### src/rtl/keypad_pkg.sv
// Shared types and helpers for the keypad front end of the countdown timer.
// Consumed by keypad_encoder and keypad_sync.
package keypad_pkg;

  localparam int unsigned KP_KEYS             = 10;
  localparam int unsigned KP_DEBOUNCE_DEFAULT = 4;

  typedef enum logic [2:0] {
    StIdle,
    StDebounce,
    StFire,
    StHeld,
    StRel
  } kp_state_t;

  // Number of pressed keys; 4 bits covers the full 0..10 range.
  function automatic logic [3:0] kp_popcount(input logic [KP_KEYS-1:0] vec);
    logic [3:0] cnt;
    cnt = '0;
    for (int i = 0; i < KP_KEYS; i++) begin
      cnt = cnt + {3'b000, vec[i]};
    end
    return cnt;
  endfunction

  // Index of the set bit. Only meaningful when exactly one bit is set.
  function automatic logic [3:0] kp_onehot_to_bcd(input logic [KP_KEYS-1:0] vec);
    logic [3:0] bcd;
    bcd = '0;
    for (int i = 0; i < KP_KEYS; i++) begin
      if (vec[i]) begin
        bcd = 4'(i);
      end
    end
    return bcd;
  endfunction

endpackage

### src/rtl/keypad_sync.sv
// Parameterised-width two-flop synchroniser with asynchronous active-low clear.
// Brings the raw keypad lines into the clk domain.
module keypad_sync #(
  parameter int unsigned Width = 10
) (
  input  logic             i_clk,
  input  logic             i_clrn,
  input  logic [Width-1:0] i_d,
  output logic [Width-1:0] o_q
);

  logic [Width-1:0] r_meta;
  logic [Width-1:0] r_sync;

  always_ff @(posedge i_clk or negedge i_clrn) begin
    if (!i_clrn) begin
      r_meta <= '0;
      r_sync <= '0;
    end else begin
      r_meta <= i_d;
      r_sync <= r_meta;
    end
  end

  assign o_q = r_sync;

endmodule

### src/rtl/keypad_encoder.sv
// Debounced 10-key keypad to BCD encoder with a one-cycle active-low load strobe.
// Optional multi_err output is enabled by defining KEYPAD_MULTIKEY_ERR_EN.
module keypad_encoder
  import keypad_pkg::*;
#(
  parameter int unsigned DEBOUNCE_CYCLES = KP_DEBOUNCE_DEFAULT,
  parameter int unsigned CNT_W           = $clog2(DEBOUNCE_CYCLES)
) (
  input  logic               clk,
  input  logic               clrn,
  input  logic [KP_KEYS-1:0] keypad,
  output logic [3:0]         code,
  output logic               loadn,
`ifdef KEYPAD_MULTIKEY_ERR_EN
  output logic               key_active,
  output logic               multi_err
`else
  output logic               key_active
`endif
);

  localparam logic [CNT_W-1:0] CntMax = CNT_W'(DEBOUNCE_CYCLES - 1);
  localparam logic [CNT_W-1:0] CntOne = CNT_W'(1);

  // Synchronised key vector and its decode
  logic [KP_KEYS-1:0] w_ks;
  logic [3:0]         w_ks_pop;
  logic [3:0]         w_ks_code;
  logic               w_ks_single;
  logic               w_ks_multi;
  logic               w_ks_zero;

  // FSM state and captured press
  kp_state_t          r_state, w_state_d;
  logic [CNT_W-1:0]   r_cnt, w_cnt_d;
  logic [KP_KEYS-1:0] r_cap, w_cap_d;
  logic [3:0]         r_cap_code, w_cap_code_d;

  // Registered outputs
  logic [3:0]         r_code, w_code_d;
  logic               r_loadn, w_loadn_d;
  logic               r_key_active, w_key_active_d;

  keypad_sync #(
    .Width (KP_KEYS)
  ) u_sync (
    .i_clk  (clk),
    .i_clrn (clrn),
    .i_d    (keypad),
    .o_q    (w_ks)
  );

  assign w_ks_pop    = kp_popcount(w_ks);
  assign w_ks_code   = kp_onehot_to_bcd(w_ks);
  assign w_ks_single = (w_ks_pop == 4'd1);
  assign w_ks_multi  = (w_ks_pop > 4'd1);
  assign w_ks_zero   = (w_ks_pop == 4'd0);

  always_ff @(posedge clk or negedge clrn) begin
    if (!clrn) begin
      r_state    <= StIdle;
      r_cnt      <= '0;
      r_cap      <= '0;
      r_cap_code <= '0;
    end else begin
      r_state    <= w_state_d;
      r_cnt      <= w_cnt_d;
      r_cap      <= w_cap_d;
      r_cap_code <= w_cap_code_d;
    end
  end

  always_comb begin
    w_state_d    = r_state;
    w_cnt_d      = r_cnt;
    w_cap_d      = r_cap;
    w_cap_code_d = r_cap_code;
    case (r_state)
      StIdle: begin
        // Zero or several keys: wait here without qualifying anything.
        if (w_ks_single) begin
          w_cap_d      = w_ks;
          w_cap_code_d = w_ks_code;
          w_cnt_d      = '0;
          w_state_d    = StDebounce;
        end
      end
      StDebounce: begin
        if (w_ks != r_cap) begin
          w_state_d = StIdle;
        end else if (r_cnt == CntMax) begin
          w_state_d = StFire;
        end else begin
          w_cnt_d = r_cnt + CntOne;
        end
      end
      StFire: begin
        w_state_d = StHeld;
      end
      StHeld: begin
        // Rolled-over or added keys are ignored until everything is released.
        if (w_ks_zero) begin
          w_cnt_d   = '0;
          w_state_d = StRel;
        end
      end
      StRel: begin
        if (!w_ks_zero) begin
          w_state_d = StHeld;
        end else if (r_cnt == CntMax) begin
          w_state_d = StIdle;
        end else begin
          w_cnt_d = r_cnt + CntOne;
        end
      end
      default: begin
        w_state_d = StIdle;
      end
    endcase
  end

  // Outputs are decoded from the next state so they line up with the state register.
  always_comb begin
    w_code_d       = r_code;
    w_loadn_d      = 1'b1;
    w_key_active_d = (w_state_d != StIdle);
    if (w_state_d == StFire) begin
      w_code_d  = r_cap_code;
      w_loadn_d = 1'b0;
    end
  end

  always_ff @(posedge clk or negedge clrn) begin
    if (!clrn) begin
      r_code       <= '0;
      r_loadn      <= 1'b1;
      r_key_active <= 1'b0;
    end else begin
      r_code       <= w_code_d;
      r_loadn      <= w_loadn_d;
      r_key_active <= w_key_active_d;
    end
  end

  assign code       = r_code;
  assign loadn      = r_loadn;
  assign key_active = r_key_active;

`ifdef KEYPAD_MULTIKEY_ERR_EN
  logic r_multi_err, w_multi_err_d;

  always_comb begin
    w_multi_err_d = r_multi_err;
    if (r_state == StIdle && w_ks_multi) begin
      w_multi_err_d = 1'b1;
    end else if (w_state_d == StFire) begin
      w_multi_err_d = 1'b0;
    end
  end

  always_ff @(posedge clk or negedge clrn) begin
    if (!clrn) begin
      r_multi_err <= 1'b0;
    end else begin
      r_multi_err <= w_multi_err_d;
    end
  end

  assign multi_err = r_multi_err;
`else
  logic w_unused_multi;
  assign w_unused_multi = w_ks_multi;
`endif

endmodule

### config.mk
export PLATFORM = sky130hd
export DESIGN_NAME = keypad_encoder
export DESIGN_NICKNAME = d
export VERILOG_FILES = /design/src/rtl/keypad_pkg.sv /design/src/rtl/keypad_sync.sv /design/src/rtl/keypad_encoder.sv
export SDC_FILE = /design/constraint.sdc
export NUM_CORES = 1
export LEC_CHECK = 0
export CORE_MARGIN = 3
export CORE_UTILIZATION = 61
export DETAILED_ROUTE_END_ITERATION = 10
export DONT_BUFFER_PORTS = 1
export PLACE_DENSITY = 0.88
export REMOVE_ABC_BUFFERS = 1
export SLEW_MARGIN = 0
export SYNTH_ARGS = -nofsm -noshare
export SYNTH_HDL_FRONTEND = slang
export SYNTH_SLANG_ARGS = --single-unit
### constraint.sdc
create_clock -name clk -period 4.4 [get_ports clk]
set_clock_uncertainty 0.05 [all_clocks]
set_input_delay 1.1 -clock clk [delete_from_list [all_inputs] [get_ports clk]]
set_output_delay 1.1 -clock clk [all_outputs]
set_load 0.005 [all_outputs]
# After elaboration in Yosys (flattened, before gate mapping)
# Cells that the tools add are included.
# W data, S select, Z words.
[word_totals] regBits=45 in_bits=12 output_inout_bits=6 elab_cells=60
[op_classes] n_addsub=10 n_eq_ne=12 muxes=23 reduce_logical=6
[ops] operator="$mux W4" count=8
[ops] operator="$add A4 B1 Y4" count=6
[ops] operator="$mux W3" count=6
[ops] operator="$pmux W3 S5" count=1
[ops] operator="$mux W2" count=5
[ops] operator="$ne A10 B10 Y1" count=1
[ops] operator="$eq A3 B2 Y1 const B" count=3
[ops] operator="$ne A2 B2 Y1 const B" count=4
[ops] operator="$pmux W2 S4" count=1
[ops] operator="$reduce_and A5 Y1" count=1
[ops] operator="$add A3 B1 Y4" count=1
[ops] operator="$eq A4 B1 Y1 const B" count=1
[ops] operator="$logic_not A4 Y1" count=1
[ops] operator="$reduce_bool A4 Y1" count=1
[ops] operator="$add A2 B1 Y3" count=1
[ops] operator="$eq A3 B1 Y1 const B" count=1
[ops] operator="$eq A3 B3 Y1 const B" count=1
[ops] operator="$logic_not A3 Y1" count=1
[ops] operator="$reduce_bool A3 Y1" count=1
[ops] operator="$add A1 B1 Y2" count=1
[ops] operator="$add A2 B1 Y2 const B" count=1
[ops] operator="$eq A2 B2 Y1 const B" count=1
[ops] operator="$mux W1" count=2
[ops] operator="$reduce_and A2 Y1" count=1

# Longest topological paths before layout
# Gate-level depths: netlist of the first run.
[logic_depth] word_depth=14 ltp_mapped=14 depth_no_buf=13

# Cells and area by module
# Synthesis of the first run repeated with hierarchy kept, for this count alone.
[unflattened] hier_cells=151 area_unflattened_um2=1974.4
[by_module_without_submodules] mod="keypad_encoder" n_inst=1 cells_each=131 area_each_um2=1473.9 seq_area_each_um2=626.9
[by_module_without_submodules] mod="keypad_sync" n_inst=1 cells_each=20 area_each_um2=500.5 seq_area_each_um2=500.5

# Worst setup path before layout of the first run
# No wires, ideal clock.
[synth_path] kind="register to register" from="reg u_sync.r_sync[0] (netlist: u_sync.o_q[0])" to="reg r_cap[2]" setup_ns=0.128 arrival_ns=3.734 required_time_ns=4.222 slack_ns=0.489 path_stages_with_launch=14 n_path_buf=1 synth_period_minus_slack_ns=3.911 path_cell_list="dfrtp_1 -> fa_1 -> fa_1 -> inv_1 -> fa_1 -> inv_1 -> ha_1 -> inv_1 -> fa_1 -> a2111oi_0 -> o21ai_1 -> or2_1 -> buf_2 -> mux2_1"
[synth_via] elab_chain_len=11
[synth_lines] element="from (decl)" line_no="keypad_sync.sv:13" text="logic [Width-1:0] r_sync;"
[synth_lines] element="from (signal assigned)" line_no="keypad_sync.sv:21" text="r_sync <= r_meta;"
[synth_lines] element="$add A1 B1 Y2" line_no="keypad_pkg.sv:21" text="cnt = cnt + {3'b000, vec[i]};"
[synth_lines] element="$add A2 B1 Y3" line_no="keypad_pkg.sv:21"
[synth_lines] element="$add A3 B1 Y4" line_no="keypad_pkg.sv:21"
[synth_lines] element="$add A4 B1 Y4 (6 in a row)" line_no="keypad_pkg.sv:21"
[synth_lines] element="$eq A4 B1 Y1" line_no="keypad_encoder.sv:55" text="assign w_ks_single = (w_ks_pop == 4'd1);"
[synth_lines] element="$reduce_and A2 Y1 (no source line)"
[synth_lines] element="to (signal assigned)" line_no="keypad_encoder.sv:68" text="r_cap <= w_cap_d;"
[synth_lines] element="to (decl)" line_no="keypad_encoder.sv:36" text="logic [KP_KEYS-1:0] r_cap, w_cap_d;"
# No other way between the ends.
# A chain may end at the register's enable or synchronous reset.

# Worst setup path in the final report of the first run
# Ends and elaborated chain as after synthesis.

==> results of run 1 <==
## routing by layer
| metal | part of all wire [%] | vias up | wire (um) | GRT usage, % |
|---|---|---|---|---|
| li1 | - | 513 | - | - |
| met1 | 42 | 550 | 1200 | 18.1 |
| met2 | 50 | 39 | 1440 | 29.4 |
| met3 | 5.2 | 13 | 152 | 4.86 |
| met4 | 3.5 | 0 | 101 | 10.2 |
| met5 | 0 | - | 0 | 0 |
## how the worst min path moves through the flow
stage / slack, ns / endpoint / from / cells after the start
3_5_place_dp: 0.28 / u_sync.o_q[9] / u_sync.r_meta[9] / 0
6_report: 0.31 / u_sync.o_q[2] / u_sync.r_meta[2] / 0
2_1_floorplan: 0.28 / u_sync.o_q[0] / u_sync.r_meta[0] / 0
3_3_place_gp: 0.28 / u_sync.o_q[9] / u_sync.r_meta[9] / 0
4_1_cts: 0.31 / u_sync.o_q[9] / u_sync.r_meta[9] / 0
5_1_grt: 0.32 / u_sync.o_q[9] / u_sync.r_meta[9] / 0
## where the power goes
group	switching [W]	internal [W]	leakage [nW]
clock network	0.000121	0.0000780	0.0382
registers	0.0000568	0.000495	0.552
logic	0.000138	0.000134	0.356
total	0.000316	0.000707	0.946
## sequential cells by signal, summed over array words and instances, names as in the netlist
register and cells:
code 4, key_active 1, loadn 1, r_cap 10
r_cap_code 4, r_cnt 2, r_state 3, u_sync.o_q 10
u_sync.r_meta 10
## through the flow
stage | setup WS (ns) | instance area, um2 | hold WS (ns)
floorplan | 0.436 | 1910 | 0.281
global placement | 0.276 | 1960 | 0.283
detailed placement | 0.135 | 1960 | 0.285
CTS | 0.118 | 2030 | 0.312
global route | 0.0377 | 2030 | 0.324
finish | 0.192 | 2030 | 0.306
## cells in the final DEF (no fill, tap or decap), types with 2 or more instances in the layout
master and count:
o21ai_0 10, inv_1 16, nor3_1 2, nor2_1 5, xor2_1 8, a21oi_1 2, fa_1 6, ha_1 3
dfrtp_1 44, mux2i_1 2, nor2b_1 3, mux2_2 6, nand2_1 9, mux2_4 4, nand3_1 2, clkbuf_4 5
or2_2 2, xnor2_1 2
## kinds of logic (layout without fill, tap and decap cells)
| group | count (synthesis) | in the layout | synth area share (%) |
|---|---|---|---|
| flip-flops | 45 | 45 | 58.4 |
| AND/OR/NAND/NOR | 31 | 31 | 8.49 |
| AO/OA/AOI/OAI | 24 | 24 | 8.04 |
| buffers and inverters | 19 | 24 | 4.15 |
| multiplexers | 13 | 13 | 8.23 |
| XOR/XNOR | 10 | 10 | 4.54 |
| adder cells (fa/ha/maj) | 9 | 9 | 8.17 |
## cell usage after synthesis, types with 2 or more instances
cell type / n
dfrtp_1: 44
xor2_1: 8
ha_1: 3
nand2_1: 9
o21ai_0: 10
mux2_4: 4
inv_1: 16
nor2b_1: 3
nand3_1: 2
fa_1: 6
mux2i_1: 2
xnor2_1: 2
a21oi_1: 2
mux2_2: 6
nor2_1: 5
nor3_1: 2
## layout make-up
cell class	instances	area, um2	area share [%]
multi-input cells	87	723	35.7
clock buffers	6	51.3	2.53
clock inverters	2	13.8	0.679
well taps	42	52.6	2.59
inverters	16	60.1	2.96
flip-flops and latches	45	1130	55.6
==> results.toml, run 1 <==
[clock_tree]
postCtsHoldBufs = 0
cts_tree = "built"
clkTransAtPathRegs_ns = 0.12
cts_buffer_depth = 2
cts_buffers = 5
htreeDepth = 2
cts_resized = 0
cts_sinks = 45
clock-root-buffer = "clkbuf_4"
cts_setup_buffers = 0
clk_latency_ns = 0.34

[setup_path]
cp-endpoint = "r_cap[2]"
critPathKind = "reg -> reg"
cp_slowest_stage_delay_ns = 0.52
endpoint_kind = "flip-flop"
worst_ep_arrival_time_ns = 4.40
crit_slowest_cell = "fa_1"
cp.required_ns = 4.59
r2r_slack_ns = 0.19
path_max_fanout = 21
crit_top_cell = "fa_1"
worst-path-stages = 12
path_cells = "fa_1 -> fa_1 -> inv_1 -> fa_1 -> inv_1 -> ha_1 -> inv_1 -> fa_1 -> a2111oi_0 -> o21ai_1 -> or2_2 -> mux2_1"
cpLargestDelayFamily = "adder cells"
ff2ff_path_depth = 12
startpoint = "u_sync.o_q[0]"
r2r-start = "u_sync.o_q[0]"
reg2reg_to = "r_cap[2]"
critPathLaunchType = "flip-flop"
cp.buffers_inverters = 3

[global_routing]
grt_antenna_before_repair = 0
grt_overflow = 0
grt_usage_pct = 16.9
grt_pass1_wl_mm = 5.03
grt_pass1_vias = 1180
grt_max_degree = 46

[power_and_ir_drop]
p_per_area_mw_per_mm2 = 504
power_w = 0.00102
p_leak_nw = 0.946
ir_drop_mv = 0.357

[synthesis]
synth.avg_cell_area_um2 = 12.8
synth_edf_count = 0
yosysTopAreaCellShare_pct = 57.0
synth_area_leaders = "dfrtp_1 57%, fa_1 6.2%, xor2_1 3.6%"
synth_warnings = 0
netlist_area_mm2 = 0.00193
ys_seq_elements = 45
ys_seq_area_share_pct = 58.4
yosys_most_used_dff = "dfrtp_1"
yosysUniqueCellTypes = 43
postSynthCellCount = 151
synth_largest_area_cell = "dfrtp_1"
async_reset_ff_share_pct = 100

[floorplanning]
start_util_pct = 67.1
boundaryPins = 18
core_mm2 = 0.00288
rows = 19
dieArea_mm2 = 0.00388
dieHeight_um = 62.3
fp.dieW_um = 62.3

[final_layout]
instances_no_fill = 198
area_growth_pct = 5.06
fillers = 200
drive_gt1_share_pct = 14.1
fin_nets = 176
finish.utilization_pct = 70.5
antenna_cells = 0

[sta]
slew_headroom_pct = 67.3
period_share_pct = 95.6
tns_ns = 0
rsz0062_at_grt = "false"
hold_viol = 0
fmax_mhz = 238
max_slew.worst_pin.slew_ns = 0.491
finalSetupViolCount = 0
min_period_ns = 4.21
slew_violations = 0

[route]
wl_per_cell_um = 14.6
dr.pass1.iters = 4
vias = 1115
drtIter0Drc = 49
drc = 0
wl_mm = 2.90
via_per_inst = 5.63
detail-route-antenna-nets = 0

[placed_design]
dp_hpwl_mm = 2.19
dp.cells = 190
gp_congestion = 0.883
port_buffers = 0

[flow_run]
maxCapViolations = 0

[run_status]
outcome = "finished clean"

[hold_path]
hold_path_class = "reg -> reg"
Note: power is estimated with default switching activity, not from simulation.
==> run 2: changes to the inputs <==
--- a/config.mk
+++ b/config.mk
@@ -5,11 +5,12 @@
 export SDC_FILE = /design/constraint.sdc
 export NUM_CORES = 1
 export LEC_CHECK = 0
+export ABC_AREA = 1
 export CORE_MARGIN = 3
-export CORE_UTILIZATION = 61
+export CORE_UTILIZATION = 62
 export DETAILED_ROUTE_END_ITERATION = 10
 export DONT_BUFFER_PORTS = 1
-export PLACE_DENSITY = 0.88
+export PLACE_DENSITY = 0.89
 export REMOVE_ABC_BUFFERS = 1
 export SLEW_MARGIN = 0
 export SYNTH_ARGS = -nofsm -noshare
==> run 2 against run 1 <==
Sequential power shrank 1%; die area up 4.3%; first-iteration DRC count increased by 43%; synthesized cell count rose by 44%.
==> results.toml, run 2 <==
[sta]
slew_headroom_pct = 77.1
rsz0062_at_grt = "false"
tns_ns = 0
holdWs_ns = 0.309
period_share_pct = 85.4
fmax_mhz = 266
finalSetupViolCount = 0
slew_violations = 0
max_slew.worst_pin.slew_ns = 0.343
hold_viol = 0
min_period_ns = 3.76

[hold_path]
hold_path_class = "reg -> reg"
whs_path_depth = 0

[global_routing]
grt_antenna_before_repair = 0
grt_pass1_vias = 1251
grt_max_degree = 46
grt_usage_pct = 18.0
grt_pass1_wl_mm = 5.50
grt_overflow = 0

[route]
detail-route-antenna-nets = 0
drc = 0
wl_mm = 3.18
dr.pass1.iters = 4
via_per_inst = 5.03
drtIter0Drc = 70
vias = 1347
wl_per_cell_um = 11.9

[clock_tree]
cts_buffers = 5
cts_tree = "built"
cts_buffer_depth = 2
clock-root-buffer = "clkbuf_4"
clkTransAtPathRegs_ns = 0.12
cts_sinks = 45
cts_resized = 0
cts_setup_buffers = 0
postCtsHoldBufs = 0
htreeDepth = 2
clk_latency_ns = 0.35

[synthesis]
yosys_most_used_dff = "dfrtp_1"
ys_seq_elements = 45
synth_warnings = 0
ys_seq_area_share_pct = 54.9
yosysMostFrequentCell = "nand2_1"
synth_largest_area_cell = "dfrtp_1"
synth_area_leaders = "dfrtp_1 54%, nand2_1 11%, fa_1 5.8%"
async_reset_ff_share_pct = 100
synth.avg_cell_area_um2 = 9.47
synth_edf_count = 0
yosysUniqueCellTypes = 25
netlist_area_mm2 = 0.00205
postSynthCellCount = 217
yosys-top-cells-count = "60 x nand2_1, 44 x dfrtp_1, 32 x inv_1"
yosysTopAreaCellShare_pct = 53.6

[floorplanning]
dieArea_mm2 = 0.00404
core_mm2 = 0.00310
start_util_pct = 66.2
fp.dieW_um = 63.6
boundaryPins = 18
dieHeight_um = 63.6
rows = 20

[setup_path]
path_max_fanout = 19
critPathLaunchType = "flip-flop"
cp.required_ns = 4.63
ff2ff_path_depth = 17
worst_ep_arrival_time_ns = 3.98
critPathKind = "reg -> reg"
endpoint_kind = "flip-flop"

[placed_design]
place_area_mm2 = 0.00210
gp_congestion = 0.840
port_buffers = 0
dp.cells = 260
dp_hpwl_mm = 2.39

[power_and_ir_drop]
p_clk_share_pct = 22.3
p_seq_share_pct = 47.1
ir_drop_mv = 0.335
p_per_area_mw_per_mm2 = 527
combinationalPowerShare_pct = 30.6
p_leak_nw = 1.13
intPower_w = 0.000764
p_sw_w = 0.000390
swShare_pct = 33.8

[final_layout]
layout_commonest_cell = "nand2_1"
drive_gt1_share_pct = 12.5
antenna_cells = 0
mostFrequentLayoutCells = "60 x nand2_1, 44 x dfrtp_1, 32 x inv_1"
area_growth_pct = 6.58
fin_nets = 244
finish.utilization_pct = 70.6
final_cell_area_mm2 = 0.00219
fillers = 238
instances_no_fill = 268

[flow_run]
maxCapViolations = 0

[run_status]
outcome = "finished clean"
## run 2: changes by cell type after synthesis, moves of 4 or more
cell	change
inv_1	+16
nor2_1	+7
xor2_1	-8
nand2_1	+51
mux2_4	-4
nand3_1	+6
inv_2	+8
xnor2_1	+4
mux2_2	-6
## run 2: power groups by stage
stage	sequential (W)	combinational [W]	clock, W
floorplan	0.000540	0.000291	0
global route	0.000555	0.000406	0.000284
detailed placement	0.000554	0.000348	0
CTS	0.000545	0.000357	0.000266
finish	0.000544	0.000353	0.000257
global placement	0.000550	0.000335	0
## run 2: logic make-up (layout without fill, tap and decap cells)
family	after synthesis	after routing	share of synthesized area, %
simple gates	93	93	21.2
flops	45	45	54.9
buf+inv	41	48	7.55
compound gates	23	23	6.15
fa+ha+maj	9	9	7.67
xor+xnor	6	6	2.56
## run 2: path summary, 6_finish.rpt
check                                 start             to  slack [ns]
min in group asynchronous              clrn        code[3]        0.37
max in group asynchronous              clrn          loadn        3.76
max                           u_sync.o_q[0]  r_cap_code[1]        0.64
min reg2reg                u_sync.r_meta[0]  u_sync.o_q[0]        0.31
max reg2reg                   u_sync.o_q[0]  r_cap_code[1]        0.64
min                        u_sync.r_meta[0]  u_sync.o_q[0]        0.31
## run 2: metrics by stage
stage / power (W) / setup WS (ns)
6_report: 0.00115 / 0.644
5_1_grt: 0.00125 / 0.410
4_1_cts: 0.00117 / 0.645
3_5_place_dp: 0.000902 / 0.681
3_3_place_gp: 0.000885 / 0.808
2_1_floorplan: 0.000832 / 0.920
## run 2: final cells by class
cell class	count	area, um2	share of cell area, %
Sequential cell	45	1130	51.5
Multi-Input combinational cell	131	772	35.3
Inverter	40	150	6.86
Clock buffer	7	55.1	2.51
Tap cell	44	55.1	2.51
Clock inverter	1	30.0	1.37
## run 2: layer usage
metal | part of all wire, % | vias up | track usage, % | wire length [um]
li1 | - | 669 | - | -
met1 | 44 | 640 | 23.2 | 1390
met2 | 50 | 34 | 28.9 | 1590
met3 | 5.6 | 4 | 5.88 | 177
met4 | 0.82 | 0 | 5.66 | 26
met5 | 0 | - | 0 | 0
## run 2: worst max-delay path, cell delays in order, from the launching register on
cell and delay, ns:
dfrtp_1 0.45, fa_1 0.52, fa_1 0.52, inv_1 0.05, fa_1 0.42, inv_1 0.06, ha_1 0.15, inv_1 0.05
fa_1 0.37, nor2_1 0.12, nand3_1 0.09, nand2_2 0.12, nand3_4 0.19, inv_2 0.17, nand2_1 0.09, inv_2 0.07
nand2_1 0.06, o22ai_1 0.12
